$ cat config.mk
export PLATFORM = sky130hd
export DESIGN_NAME = alu_exec_unit_flat
export DESIGN_NICKNAME = d
export VERILOG_FILES = /design/src/rtl/alu_exec_unit_if.sv /design/src/rtl/alu_exec_unit.sv /design/src/flat_wrapper.sv
export SDC_FILE = /design/constraint.sdc
export NUM_CORES = 1
export LEC_CHECK = 0
export ABC_AREA = 1
export BUFFER_PORTS_ARGS = -buffer_cell sky130_fd_sc_hd__buf_2
export CAP_MARGIN = 15
export CORE_MARGIN = 2
export CORE_UTILIZATION = 45
export DETAILED_ROUTE_END_ITERATION = 6
export GPL_TIMING_DRIVEN = 0
export MAX_ROUTING_LAYER = met4
export PLACE_DENSITY = 0.67
export RECOVER_POWER = 50
export SLEW_MARGIN = 20
export SYNTH_ARGS = -nofsm -noshare
export SYNTH_HDL_FRONTEND = slang
export SYNTH_SLANG_ARGS = --single-unit
$ cat constraint.sdc
create_clock -name clk -period 10.3 [get_ports clk]
set_input_delay 2.06 -clock clk [delete_from_list [all_inputs] [get_ports clk]]
set_output_delay 2.06 -clock clk [all_outputs]
set_load 0.1 [all_outputs]
$ cat src/rtl/alu_exec_unit_if.sv
// ---------------------------------------------------------------------------
// alu_exec_unit_if
// Bundles the operand/control inputs and the registered result outputs of
// alu_exec_unit. Clock and reset stay plain ports on the unit itself.
//
//   master : the producer side (decode stage / testbench); drives operands
//            and controls, observes results.
//   slave  : the execution unit; reads operands and controls, drives results.
//
// Signals
//   in_valid            operands/controls valid this cycle
//   aluop[1:0]          main-control ALU op
//   funct[3:0]          instruction bits [3:0]
//   shamt[4:0]          shift amount, instruction bits [10:6]
//   a, b                operands (rs data, rt data / immediate)
//   pc, offset          program counter, sign-extended word branch offset
//   out_valid           registered in_valid
//   result, zero, neg   ALU result and its flags
//   gout[2:0]           decoded ALU operation code
//   link_rt, reg31_rt   R-type link / write-to-r31 requests
//   pc_plus4, br_target sequential PC and branch target
// ---------------------------------------------------------------------------
interface alu_exec_unit_if;
  logic        in_valid;
  logic [1:0]  aluop;
  logic [3:0]  funct;
  logic [4:0]  shamt;
  logic [31:0] a;
  logic [31:0] b;
  logic [31:0] pc;
  logic [31:0] offset;

  logic        out_valid;
  logic [31:0] result;
  logic        zero;
  logic        neg;
  logic [2:0]  gout;
  logic        link_rt;
  logic        reg31_rt;
  logic [31:0] pc_plus4;
  logic [31:0] br_target;

  modport master (
    output in_valid, aluop, funct, shamt, a, b, pc, offset,
    input  out_valid, result, zero, neg, gout, link_rt, reg31_rt,
           pc_plus4, br_target
  );

  modport slave (
    input  in_valid, aluop, funct, shamt, a, b, pc, offset,
    output out_valid, result, zero, neg, gout, link_rt, reg31_rt,
           pc_plus4, br_target
  );
endinterface

$ cat src/rtl/alu_exec_unit.sv
// ---------------------------------------------------------------------------
// alu_exec_unit
// Single-cycle-latency execute stage: decodes aluop/funct into a 3-bit ALU
// operation code, computes the ALU result and flags, and forms the
// sequential PC and branch target. All outputs are registered; when
// in_valid is low only out_valid drops and every other output holds.
//
// Parameters
//   PC_INC   constant added to pc to form pc_plus4 (default 4)
//
// Ports
//   clk      single clock, rising edge
//   reset    synchronous, active-high; clears all outputs, zero set to 1
//   bus      alu_exec_unit_if.slave (operands in, results out)
//
// Build option
//   ALU_SHIFT_EN  when defined, funct 1000 (SLL) and 1011 (SRL) drive a
//                 shifter on b by shamt; when undefined those functs decode
//                 as ADD and no shifter exists.
// ---------------------------------------------------------------------------
module alu_exec_unit #(
  parameter logic [31:0] PC_INC = 32'd4
) (
  input  logic            clk,
  input  logic            reset,
  alu_exec_unit_if.slave  bus
);

  localparam logic [2:0] G_AND = 3'b000;
  localparam logic [2:0] G_OR  = 3'b001;
  localparam logic [2:0] G_ADD = 3'b010;
  localparam logic [2:0] G_SLL = 3'b011;
  localparam logic [2:0] G_SRL = 3'b100;
  localparam logic [2:0] G_NOR = 3'b101;
  localparam logic [2:0] G_SUB = 3'b110;
  localparam logic [2:0] G_SLT = 3'b111;

  logic        out_valid_q;
  logic [31:0] result_d,    result_q;
  logic        zero_d,      zero_q;
  logic        neg_d,       neg_q;
  logic [2:0]  gout_d,      gout_q;
  logic        link_rt_d,   link_rt_q;
  logic        reg31_rt_d,  reg31_rt_q;
  logic [31:0] pc_plus4_d,  pc_plus4_q;
  logic [31:0] br_target_d, br_target_q;

  // offset[31:30] fall off the word-to-byte shift; shamt is only consumed
  // by the shifter build.
`ifdef ALU_SHIFT_EN
  logic unused_bits;
  assign unused_bits = ^bus.offset[31:30];
`else
  logic unused_bits;
  assign unused_bits = ^{bus.offset[31:30], bus.shamt};
`endif

  // Operation decode.
  always_comb begin
    gout_d     = G_ADD;
    link_rt_d  = 1'b0;
    reg31_rt_d = 1'b0;
    case (bus.aluop)
      2'b00: gout_d = G_ADD;
      2'b01: gout_d = G_SUB;
      2'b11: gout_d = G_OR;
      default: begin
        case (bus.funct)
          4'b0000: gout_d = G_ADD;
          4'b0010: gout_d = G_SUB;
          4'b0100: gout_d = G_AND;
          4'b0101: gout_d = G_OR;
          4'b0111: gout_d = G_NOR;
          4'b1010: gout_d = G_SLT;
`ifdef ALU_SHIFT_EN
          4'b1000: gout_d = G_SLL;
          4'b1011: gout_d = G_SRL;
`endif
          4'b1001: begin
            // Jump-and-link style R-type: the ALU still adds, the
            // writeback stage uses the two request bits.
            gout_d     = G_ADD;
            link_rt_d  = 1'b1;
            reg31_rt_d = 1'b1;
          end
          default: gout_d = G_ADD;
        endcase
      end
    endcase
  end

  // Datapath.
  always_comb begin
    result_d = bus.a + bus.b;
    case (gout_d)
      G_AND: result_d = bus.a & bus.b;
      G_OR:  result_d = bus.a | bus.b;
      G_ADD: result_d = bus.a + bus.b;
      G_SUB: result_d = bus.a - bus.b;
      G_NOR: result_d = ~(bus.a | bus.b);
      G_SLT: result_d = {31'd0, ($signed(bus.a) < $signed(bus.b))};
`ifdef ALU_SHIFT_EN
      G_SLL: result_d = bus.b << bus.shamt;
      G_SRL: result_d = bus.b >> bus.shamt;
`endif
      default: result_d = bus.a + bus.b;
    endcase
    zero_d      = (result_d == 32'd0);
    neg_d       = result_d[31];
    pc_plus4_d  = bus.pc + PC_INC;
    br_target_d = pc_plus4_d + {bus.offset[29:0], 2'b00};
  end

  always_ff @(posedge clk) begin
    if (reset) begin
      out_valid_q <= 1'b0;
      result_q    <= 32'd0;
      zero_q      <= 1'b1;
      neg_q       <= 1'b0;
      gout_q      <= 3'd0;
      link_rt_q   <= 1'b0;
      reg31_rt_q  <= 1'b0;
      pc_plus4_q  <= 32'd0;
      br_target_q <= 32'd0;
    end else begin
      out_valid_q <= bus.in_valid;
      if (bus.in_valid) begin
        result_q    <= result_d;
        zero_q      <= zero_d;
        neg_q       <= neg_d;
        gout_q      <= gout_d;
        link_rt_q   <= link_rt_d;
        reg31_rt_q  <= reg31_rt_d;
        pc_plus4_q  <= pc_plus4_d;
        br_target_q <= br_target_d;
      end
    end
  end

  assign bus.out_valid = out_valid_q;
  assign bus.result    = result_q;
  assign bus.zero      = zero_q;
  assign bus.neg       = neg_q;
  assign bus.gout      = gout_q;
  assign bus.link_rt   = link_rt_q;
  assign bus.reg31_rt  = reg31_rt_q;
  assign bus.pc_plus4  = pc_plus4_q;
  assign bus.br_target = br_target_q;

endmodule

$ cat src/flat_wrapper.sv
// flat-port wrapper written by rule: the top's interface ports become plain ports
module alu_exec_unit_flat 
#(
  parameter logic [31:0] PC_INC = 32'd4
)
  (clk, reset, bus_in_valid, bus_aluop, bus_funct, bus_shamt, bus_a, bus_b, bus_pc, bus_offset, bus_out_valid, bus_result, bus_zero, bus_neg, bus_gout, bus_link_rt, bus_reg31_rt, bus_pc_plus4, bus_br_target);
  alu_exec_unit_if bus_i ();
  input  logic clk;
  input  logic reset;
  input wire logic [$bits(bus_i.in_valid)-1:0] bus_in_valid;
  input wire logic [$bits(bus_i.aluop)-1:0] bus_aluop;
  input wire logic [$bits(bus_i.funct)-1:0] bus_funct;
  input wire logic [$bits(bus_i.shamt)-1:0] bus_shamt;
  input wire logic [$bits(bus_i.a)-1:0] bus_a;
  input wire logic [$bits(bus_i.b)-1:0] bus_b;
  input wire logic [$bits(bus_i.pc)-1:0] bus_pc;
  input wire logic [$bits(bus_i.offset)-1:0] bus_offset;
  output wire logic [$bits(bus_i.out_valid)-1:0] bus_out_valid;
  output wire logic [$bits(bus_i.result)-1:0] bus_result;
  output wire logic [$bits(bus_i.zero)-1:0] bus_zero;
  output wire logic [$bits(bus_i.neg)-1:0] bus_neg;
  output wire logic [$bits(bus_i.gout)-1:0] bus_gout;
  output wire logic [$bits(bus_i.link_rt)-1:0] bus_link_rt;
  output wire logic [$bits(bus_i.reg31_rt)-1:0] bus_reg31_rt;
  output wire logic [$bits(bus_i.pc_plus4)-1:0] bus_pc_plus4;
  output wire logic [$bits(bus_i.br_target)-1:0] bus_br_target;
  assign bus_i.in_valid = bus_in_valid;
  assign bus_i.aluop = bus_aluop;
  assign bus_i.funct = bus_funct;
  assign bus_i.shamt = bus_shamt;
  assign bus_i.a = bus_a;
  assign bus_i.b = bus_b;
  assign bus_i.pc = bus_pc;
  assign bus_i.offset = bus_offset;
  assign bus_out_valid = bus_i.out_valid;
  assign bus_result = bus_i.result;
  assign bus_zero = bus_i.zero;
  assign bus_neg = bus_i.neg;
  assign bus_gout = bus_i.gout;
  assign bus_link_rt = bus_i.link_rt;
  assign bus_reg31_rt = bus_i.reg31_rt;
  assign bus_pc_plus4 = bus_i.pc_plus4;
  assign bus_br_target = bus_i.br_target;
  alu_exec_unit #(.PC_INC(PC_INC)) u_core (.clk(clk), .reset(reset), .bus(bus_i));
endmodule
* After elaboration in Yosys (flattened, before gate mapping)
Index checks and enable logic that the tools add are counted.
** Storage, ports and cells
- Bits in registers :: 103
- Input port bits :: 142
- Output and inout bits :: 104
** Cells by class
- Add/subtract/negate cells :: 4
- Magnitude comparators :: 1
- Equality and inequality tests :: 12
- Multiplexer cells :: 5
- Bitwise logic cells :: 3
- Reduce and logical (&&, ||, !) cells :: 4
** Operators with widths (number)
- $pmux 32 s5 :: 1
- $add 32x32->32 :: 2
- $add 32x3->32 const B :: 1
- $and 32x32->32 :: 1
- $logic_not 32->1 :: 1
- $lt 32x32->1 :: 1
- $not 32->32 :: 1
- $or 32x32->32 :: 1
- $sub 32x32->32 :: 1
- $pmux 3 s5 :: 1
- $eq 4x3->1 const B :: 3
- $eq 3x3->1 const B :: 3
- $pmux 3 s3 :: 1
- $eq 4x4->1 const B :: 2
- $eq 4x2->1 const B :: 1
- $eq 3x1->1 const B :: 1
- $logic_not 3->1 :: 1
- $reduce_or 3->1 :: 1
- $eq 2x1->1 const B :: 1
- $eq 2x2->1 const B :: 1
- $logic_not 2->1 :: 1
- $mux 1 :: 2

* Longest topological paths before layout
Gate-level depths: netlist of the first run.
- Depth in word-level cells :: 6
- Mapped depth :: 27
- Mapped depth without buffers :: 27

* Least setup slack after synthesis of the first run
No wires, ideal clock.
- Kind :: input to register
- From :: input bus_pc[2]
- To :: register u_core.br_target_q[31] (netlist: u_core.bus.br_target[31])
- Library setup time :: 109 ps
- Arrival time :: 4822 ps
- Path slack :: 5369 ps
- Cell stages on the path :: 26
- Path buffers :: 0
- Cell sequence :: ha_1 -> nand2_1 -> inv_1 -> nand2_2 -> nor2_4 -> nand3_2 -> nor2_2 -> nand3_1 -> nor3_2 -> nand3_1 -> nor2_2 -> inv_1 -> nand2_1 -> inv_1 -> ha_1 -> nand2_1 -> nor4_1 -> nand3_1 -> nand3_1 -> nand2_1 -> o211ai_1 -> a21boi_0 -> a21oi_1 -> o21ai_0 -> nand2_1 -> inv_1
** On the way
- Cells in the longest elaborated chain, start to end :: 2
** Ends and longest elaborated chain
- start: declaration :: line flat_wrapper.sv:16 : input wire logic [$bits(bus_i.pc)-1:0] bus_pc;
- $add 32x3->32 :: line alu_exec_unit.sv:110 : pc_plus4_d = bus.pc + PC_INC;
- net u_core.pc_plus4_d[22] :: line alu_exec_unit.sv:45 : logic [31:0] pc_plus4_d, pc_plus4_q;
- $add 32x32->32 :: line alu_exec_unit.sv:111 : br_target_d = pc_plus4_d + {bus.offset[29:0], 2'b00};
- end signal: assignment :: line alu_exec_unit.sv:135 : br_target_q <= br_target_d;
- end: declaration :: line alu_exec_unit.sv:46 : logic [31:0] br_target_d, br_target_q;
The timed path passes the listed nets, and every way through them passes these cells.
A chain may end at the register's enable or synchronous reset.

* Final worst setup path of the first run
Ends and elaborated chain as after synthesis.

==> results by group, run 1 <==
Logic synthesis
  • Cell Area, Synth: about 0.012 mm^2
  • Gate Count Post-Synth: approximately 2100
  • Synth area leaders: dfxtp_1 16%, nand2_1 14%, ha_1 13%
  • Mean Syn Cell Area: 5.84 um^2
  • Synth warn: 0
  • Library cells used by synthesis: 54
  • Share of the synthesized area in the top cell type: 0.165
  • Register area share after synthesis: 0.165
  • Yosys top cell by area: dfxtp_1
  • Seq cells post-synth: 100
  • Synthesized Nets: ~2400

Cells and area
  • Post-layout instance area: roughly 0.014 mm^2
  • Post-route insts no fill: 2675
  • Final nets: 2600
  • Synth-to-layout area growth: 14.9%
  • Most frequent cells in the layout: 450 x nand2_1, 336 x inv_1, 270 x nor2_1, 166 x a21oi_1, 162 x o21ai_0
  • Diode count: 0
  • Fraction of layout cells with a size suffix above 1: 0.109
  • Commonest non-fill, non-tap cell in the layout: nand2_1

Job
  • Max-Cap Viols: 0

Floorplanning
  • # rows: 60
  • Top-level I/O count: between 200 and 250
  • Placeable Area: between 0.02 and 0.03 mm^2
  • Die area: around 0.028 mm^2
  • Die Y-Extent: between 150 and 200 um
  • Initial Utilization: 0.455
  • Die W: approximately 170 um

CTS
  • Cts hold-fix bufs: 0
  • Worst-Skew Late Latency: 370 ps
  • Clk slew on worst S/H paths: about 80 ps
  • Root buffer cell: clkbuf_16
  • # H-tree levels: 3
  • Num CTS Buffers: 9
  • Post-CTS sizing: 0
  • Clock sinks: 100
  • Maximum root-to-sink buffer count: 2
  • CTS tree: done
  • Setup Buffers After CTS: 0

Critical path
  • Worst Path Buf+Inv: 5
  • Kind of end point of the critical path: flop
  • Delay-heaviest family, CP: simple AND/OR/NAND/NOR gates
  • Type of the worst setup path: in2reg
  • WP data arrival: a little under 6000 ps
  • CP most frequent cell: nand2_1
  • Crit-path slowest cell: nor4_1
  • Crit path max fanout: 4
  • Critical Path Source Type: input pin
  • Max stage delay on crit path: between 400 and 500 ps
  • Worst path required time: between 10000 and 15000 ps

Detailed routing
  • Vias per std cell: around 5.5
  • Vias: ~15000
  • Routed WL per cell: 19.2 um
  • Initial detailed-routing violation count: about 1500
  • Drt first pass iters: 6
  • Final wirelength: about 51000 um
  • DRC viols: 0
  • Routed Antenna Nets: 0

Place
  • RePlAce Congestion: 1.01
  • DP HPWL: between 40000 and 50000 um
  • Placed cells: roughly 2700
  • IO Port Bufs: ~240
  • Area post-placement: about 0.014 mm^2

Power
  • Leak Pwr: between 7 and 8 nW
  • PD cells: 123 mW/mm^2
  • Max VDD drop: ~80 uV
  • Switch share: 0.530
  • Clk pwr share: 0.212
  • Register share of total power: 0.257
  • P_int: around 0.8 mW
  • Power Total: approximately 1.7 mW
  • Net Sw Power: about 0.91 mW
  • Gate power share: 0.531

GRT
  • Overall Global Routing Usage: 0.366
  • Vias in the first global route: 13400
  • First-pass GRT wire length: just under 80000 um
  • Largest net degree at the start of global routing: 22
  • Remaining global-route overflow: 0
  • Initial antenna violation count: 0

Outcome
  • Status: completed

Timing
  • Max-slew headroom: 0.127
  • Post-layout min period: approximately 5700 ps
  • Final Max Slew Viols: 0
  • RSZ-0062 raised after global routing: no
  • Final setup violation count: 0
  • Fin Setup TNS: 0 ps
  • Worst clock skew: 0 ps
  • Final Hold Vio Count: 0
  • Max Fclk: 177 MHz
  • Period utilisation layout: 0.549
  • Slew @ Worst Pin: ~1300 ps

Min path
  • HP Class: reg2reg
-- cells by family after synthesis --
group,synth area share
AND/OR/NAND/NOR,0.354
buffers and inverters,0.135
AO/OA/AOI/OAI,0.180
adder cells (fa/ha/maj),0.135
XOR/XNOR,0.0317
flip-flops,0.165
-- worst reg2reg max path: stages, from the launching register on --
cell and delay (ps):
dfxtp_1 320, o21ai_0 200, a21oi_1 80
-- worst paths after layout --
path                                       startpoint                        to  slack, ps  cells past startpoint
worst max register to register  u_core.bus.result[23]     u_core.bus.result[23]       9570                      2
worst max-delay path                        bus_pc[2]  u_core.bus.br_target[31]       4640                     27
worst min register to register  u_core.bus.result[16]     u_core.bus.result[16]        490                      2
worst min-delay path            u_core.bus.result[16]     u_core.bus.result[16]        490                      2
-- state kept, by name, summed over array words and instances, names as in the netlist --
signal                cells
u_core.bus.result        31
u_core.bus.neg            1
u_core.bus.gout           3
u_core.bus.out_valid      1
u_core.bus.reg31_rt       1
u_core.bus.pc_plus4      30
u_core.bus.br_target     32
u_core.bus.zero           1
-- power by group through the flow --
stage	clock [mW]	sequential (mW)	combinational (mW)
2_1_floorplan	0	0.688	0.412
3_3_place_gp	0	0.447	0.898
3_5_place_dp	0	0.448	0.903
4_1_cts	0.367	0.439	0.906
5_1_grt	0.381	0.444	0.981
6_report	0.364	0.441	0.912
-- cells in the mapped netlist, drive strengths merged --
library cell / n
nor2: 288
o211ai: 20
a21o: 7
a221oi: 1
inv: 346
clkinv: 1
a31oi: 6
dfxtp: 100
nand4: 27
o22ai: 10
o21ai: 170
a31o: 1
o21bai: 8
xnor2: 7
ha: 126
a211o: 1
o21a: 4
nor3: 36
o41ai: 1
or2: 10
o2111ai: 1
a21oi: 169
nor4: 5
fa: 3
buf: 36
nand2: 460
a211oi: 1
nand3b: 4
a21boi: 4
nor3b: 1
and2: 2
xor2: 37
nand3: 159
clkbuf: 29
-- metal layers --
metal,up-vias,global-route usage,part of all wire
met1,6747,0.490,0.45
met2,657,0.578,0.44
li1,7179,-,-
met5,-,-,0
met3,91,0.0371,0.073
met4,0,0.121,0.036
-- stage by stage --
stage | setup WS, ps | util | hold WS [ps]
global placement | 4450 | 0.515 | 459
detailed placement | 4390 | 0.515 | 460
floorplan | 5370 | - | 944
CTS | 4760 | 0.527 | 482
global route | 4240 | 0.523 | 509
finish | 4640 | 0.523 | 491
-- final cells by class --
class | instances | area [um^2]
Buffer | 65 | 333
Clock buffer | 9 | 225
Clock inverter | 7 | 91.3
Fill cell | 2977 | 12800
Inverter | 347 | 1310
Multi-Input combinational cell | 1569 | 8520
Sequential cell | 100 | 2000
Tap cell | 341 | 427
Timing Repair Buffer | 237 | 1070
No activity file was read; power rests on OpenSTA's default activity.
==> run 2, diff against run 1 <==
--- a/config.mk
+++ b/config.mk
@@ -5,7 +5,7 @@
 export SDC_FILE = /design/constraint.sdc
 export NUM_CORES = 1
 export LEC_CHECK = 0
-export ABC_AREA = 1
+export ABC_AREA = 0
 export BUFFER_PORTS_ARGS = -buffer_cell sky130_fd_sc_hd__buf_2
 export CAP_MARGIN = 15
 export CORE_MARGIN = 2
@@ -13,7 +13,7 @@
 export DETAILED_ROUTE_END_ITERATION = 6
 export GPL_TIMING_DRIVEN = 0
 export MAX_ROUTING_LAYER = met4
-export PLACE_DENSITY = 0.67
+export PLACE_DENSITY = 0.71
 export RECOVER_POWER = 50
 export SLEW_MARGIN = 20
 export SYNTH_ARGS = -nofsm -noshare
==> constraint.sdc (replaced) <==
create_clock -name clk -period 5.1 [get_ports clk]
set_input_delay 1.02 -clock clk [delete_from_list [all_inputs] [get_ports clk]]
set_output_delay 1.02 -clock clk [all_outputs]
set_load 0.1 [all_outputs]
==> run 2 against run 1 <==
Sequential cell count stayed put. Via count shrank 15%. Combinational power increased by 93%. Sequential share of layout area grew 1.3 points. Final cell count fell by 23%.
==> results by group, run 2 <==
Outcome
  • Status: completed

Logic synthesis
  • Synth area leaders: dfxtp_1 18%, ha_1 14%, nor2_1 6.8%
  • Library cells used by synthesis: 96
  • Synthesized Nets: around 1800
  • Share of the synthesized area in the top cell type: 0.183
  • Yosys top cell by area: dfxtp_1
  • Synth warn: 0
  • Post-synth ARST share: 0
  • Post-synth top flop: dfxtp_1
  • Gate Count Post-Synth: ~1500
  • Number of flops mapped to enable cells by yosys: 0
  • Cell Area, Synth: 0.0110 mm^2
  • Post-synth top cells: 198 x nor2_1, 126 x ha_1, 111 x a21oi_1
  • Mean Syn Cell Area: 7.40 um^2
  • Register area share after synthesis: 0.183
  • Cell with the most instances after synthesis: nor2_1
  • Seq cells post-synth: 100

GRT
  • Overall Global Routing Usage: 0.330
  • Initial antenna violation count: 1
  • Remaining global-route overflow: 0
  • First-pass GRT wire length: around 65000 um
  • Largest net degree at the start of global routing: 18
  • Vias in the first global route: 11400

Cells and area
  • Commonest non-fill, non-tap cell in the layout: nor2_1
  • Max FFs per register: 32
  • Final core occ: 0.532
  • Most frequent cells in the layout: 195 x nor2_1, 155 x clkbuf_1, 145 x buf_2, 125 x ha_1, 111 x a21oi_1
  • Fraction of layout cells with a size suffix above 1: 0.132
  • Synth-to-layout area growth: 16.9%
  • Post-route insts no fill: between 2000 and 2500
  • Final nets: 2003
  • Post-layout instance area: 0.0128 mm^2
  • Fillcell total: 2543

Power
  • PD cells: between 200 and 300 mW/mm^2
  • Register share of total power: 0.270
  • Power Total: around 3.3 mW
  • Leak Pwr: 5.68 nW
  • Gate power share: 0.529
  • Net Sw Power: ~1.7 mW
  • Switch share: 0.501
  • P_int: 1.66 mW
  • Clk pwr share: 0.201
  • Max VDD drop: ~170 uV

Critical path
  • WP data arrival: approximately 5200 ps
  • Kind of end point of the critical path: flop
  • Worst path required time: between 5000 and 6000 ps
  • R2r startpoint: u_core.bus.result[19]
  • Reg2Reg Depth: 2
  • Delay-heaviest family, CP: buffers and inverters
  • Max stage delay on crit path: slightly above 1000 ps
  • Worst-path cell chain: buf_2 > nor3b_1 > and2_1 > buf_2 > clkbuf_1 > clkbuf_1 > a22oi_1 > o21ai_0 > a21oi_1 > o211a_1 > nand4_1 > nor4_2 > nand4_1 > nand2_1
  • Type of the worst setup path: in2reg
  • Crit path max fanout: 10
  • R2R setup slack: about 4300 ps
  • Worst R2R End: u_core.bus.result[19]
  • Worst Path Buf+Inv: 4
  • Crit-path slowest cell: nor3b_1
  • Critical Path Source Type: input pin

Min path
  • Hold Crit Start: u_core.bus.result[10]
  • Hold EP: u_core.bus.result[10]
  • HP Class: reg2reg
  • Hold Crit Depth: 2

Detailed routing
  • DRC viols: 0
  • Vias: 12500
  • Routed WL per cell: approximately 21 um
  • Initial detailed-routing violation count: ~1200
  • Drt first pass iters: 5
  • Final wirelength: roughly 43000 um
  • Routed Antenna Nets: 0
  • Vias per std cell: 6.05

Timing
  • Final Hold Vio Count: 0
  • Final setup violation count: 0
  • Slew @ Worst Pin: about 1300 ps
  • Max-slew headroom: 0.146
  • Worst clock skew: 0 ps
  • Period utilisation layout: 0.975
  • Post-layout min period: approximately 5000 ps
  • Final Max Slew Viols: 0
  • Max Fclk: slightly above 200 MHz
  • Hold slack: 467 ps

CTS
  • Root buffer cell: clkbuf_16
  • Worst-Skew Late Latency: 350 ps
  • Maximum root-to-sink buffer count: 2
  • Cts hold-fix bufs: 0
  • CTS tree: done
  • # H-tree levels: 3
  • Clock sinks: 100
  • Clk slew on worst S/H paths: ~70 ps
  • Num CTS Buffers: 9

Place
  • IO Port Bufs: around 230
  • Area post-placement: 0.0125 mm^2
  • DP HPWL: approximately 34000 um
  • Placed cells: between 2000 and 2500
  • RePlAce Congestion: just over 1

Job
  • Max-Cap Viols: 0

Floorplanning
  • # rows: 57
  • Die area: between 0.02 and 0.03 mm^2
  • Initial Utilization: 0.455
  • Die Y-Extent: approximately 160 um
  • Placeable Area: ~0.024 mm^2
  • Die W: between 150 and 200 um
  • Top-level I/O count: around 250
==> run 2: cell count changes after synthesis, moves of 21 or more <==
cell	previous run	this run
nand3_1	156	48
clkbuf_1	27	59
nor2b_1	0	22
xnor2_1	7	39
nor2_1	270	198
nand2b_1	0	21
inv_1	336	102
nand2_1	450	91
a21o_1	7	31
a21oi_1	166	111
a211oi_1	0	33
o21ai_0	162	65
mux2i_1	0	39
==> run 2: timing repair <==
| item | in CTS | in global routing |
|---|---|---|
| resized for setup | 7 | 9 |
| gates cloned | 0 | 0 |
| endpoints found under the setup margin | 3 | 6 |
| buffers inserted | 3 | 4 |
| pin swaps | 3 | 3 |
==> run 2: cells by family after synthesis <==
| group | Yosys count | share of synthesized area |
|---|---|---|
| adders and majority gates | 129 | 0.149 |
| buffers and inverters | 188 | 0.0685 |
| AOI/OAI and AO/OA | 450 | 0.291 |
| and+or+nand+nor | 516 | 0.225 |
| xor gates and xnor gates | 58 | 0.0463 |
| muxes | 40 | 0.0366 |
| DFF | 100 | 0.183 |
==> run 2: metal layers <==
layer	part of all wire	up-vias	global-route usage
met1	0.44	5874	0.441
met3	0.086	108	0.0595
met2	0.44	594	0.503
met5	0	-	-
met4	0.039	0	0.115
li1	-	5896	-
==> run 2: area by class of cell <==
| class | count | area, um^2 | area share |
|---|---|---|---|
| flip-flops and latches | 100 | 2000 | 0.156 |
| clock inverters | 6 | 48.8 | 0.00381 |
| diodes | 1 | 2.50 | 0.000195 |
| well taps | 324 | 405 | 0.0316 |
| repair buffers | 240 | 1100 | 0.0857 |
| clock buffers | 10 | 229 | 0.0179 |
| plain buffers | 85 | 365 | 0.0285 |
| inverters | 103 | 387 | 0.0302 |
| multi-input cells | 1193 | 8280 | 0.646 |
==> run 2: stage by stage <==
step           setup TNS [ps]  setup slack [ps]
2_1_floorplan               0               234
3_3_place_gp            -2730              -793
3_5_place_dp            -2680              -768
4_1_cts                     0              8.41
5_1_grt                 -5.76             -5.76
6_report                    0               128
==> run 2: how the worst max path moves through the flow <==
stage | from | to | slack (ps) | depth (start not counted)
after global placement | bus_pc[2] | u_core.bus.br_target[31] | -790 | 22
final | bus_funct[2] | u_core.bus.zero | 130 | 14
after CTS | bus_pc[2] | u_core.bus.br_target[31] | 8 | 22
after detailed placement | bus_pc[2] | u_core.bus.br_target[31] | -770 | 22
after floorplan | bus_pc[2] | u_core.bus.br_target[31] | 230 | 21
after global routing | bus_pc[2] | u_core.bus.br_target[31] | -6 | 22
==> run 2: power by group through the flow <==
stage / Sequential (mW) / Clock (mW) / Combinational [mW]
floorplan: 1.41 / 0 / 0.800
global placement: 0.909 / 0 / 1.72
detailed placement: 0.910 / 0 / 1.73
CTS: 0.893 / 0.672 / 1.74
global route: 0.902 / 0.703 / 1.86
finish: 0.896 / 0.667 / 1.76
==> run 2: worst reg2reg max path, cell delays in order (launching register included) <==
cell,delay (ps)
dfxtp_1,310
or2_2,260
o211a_1,120
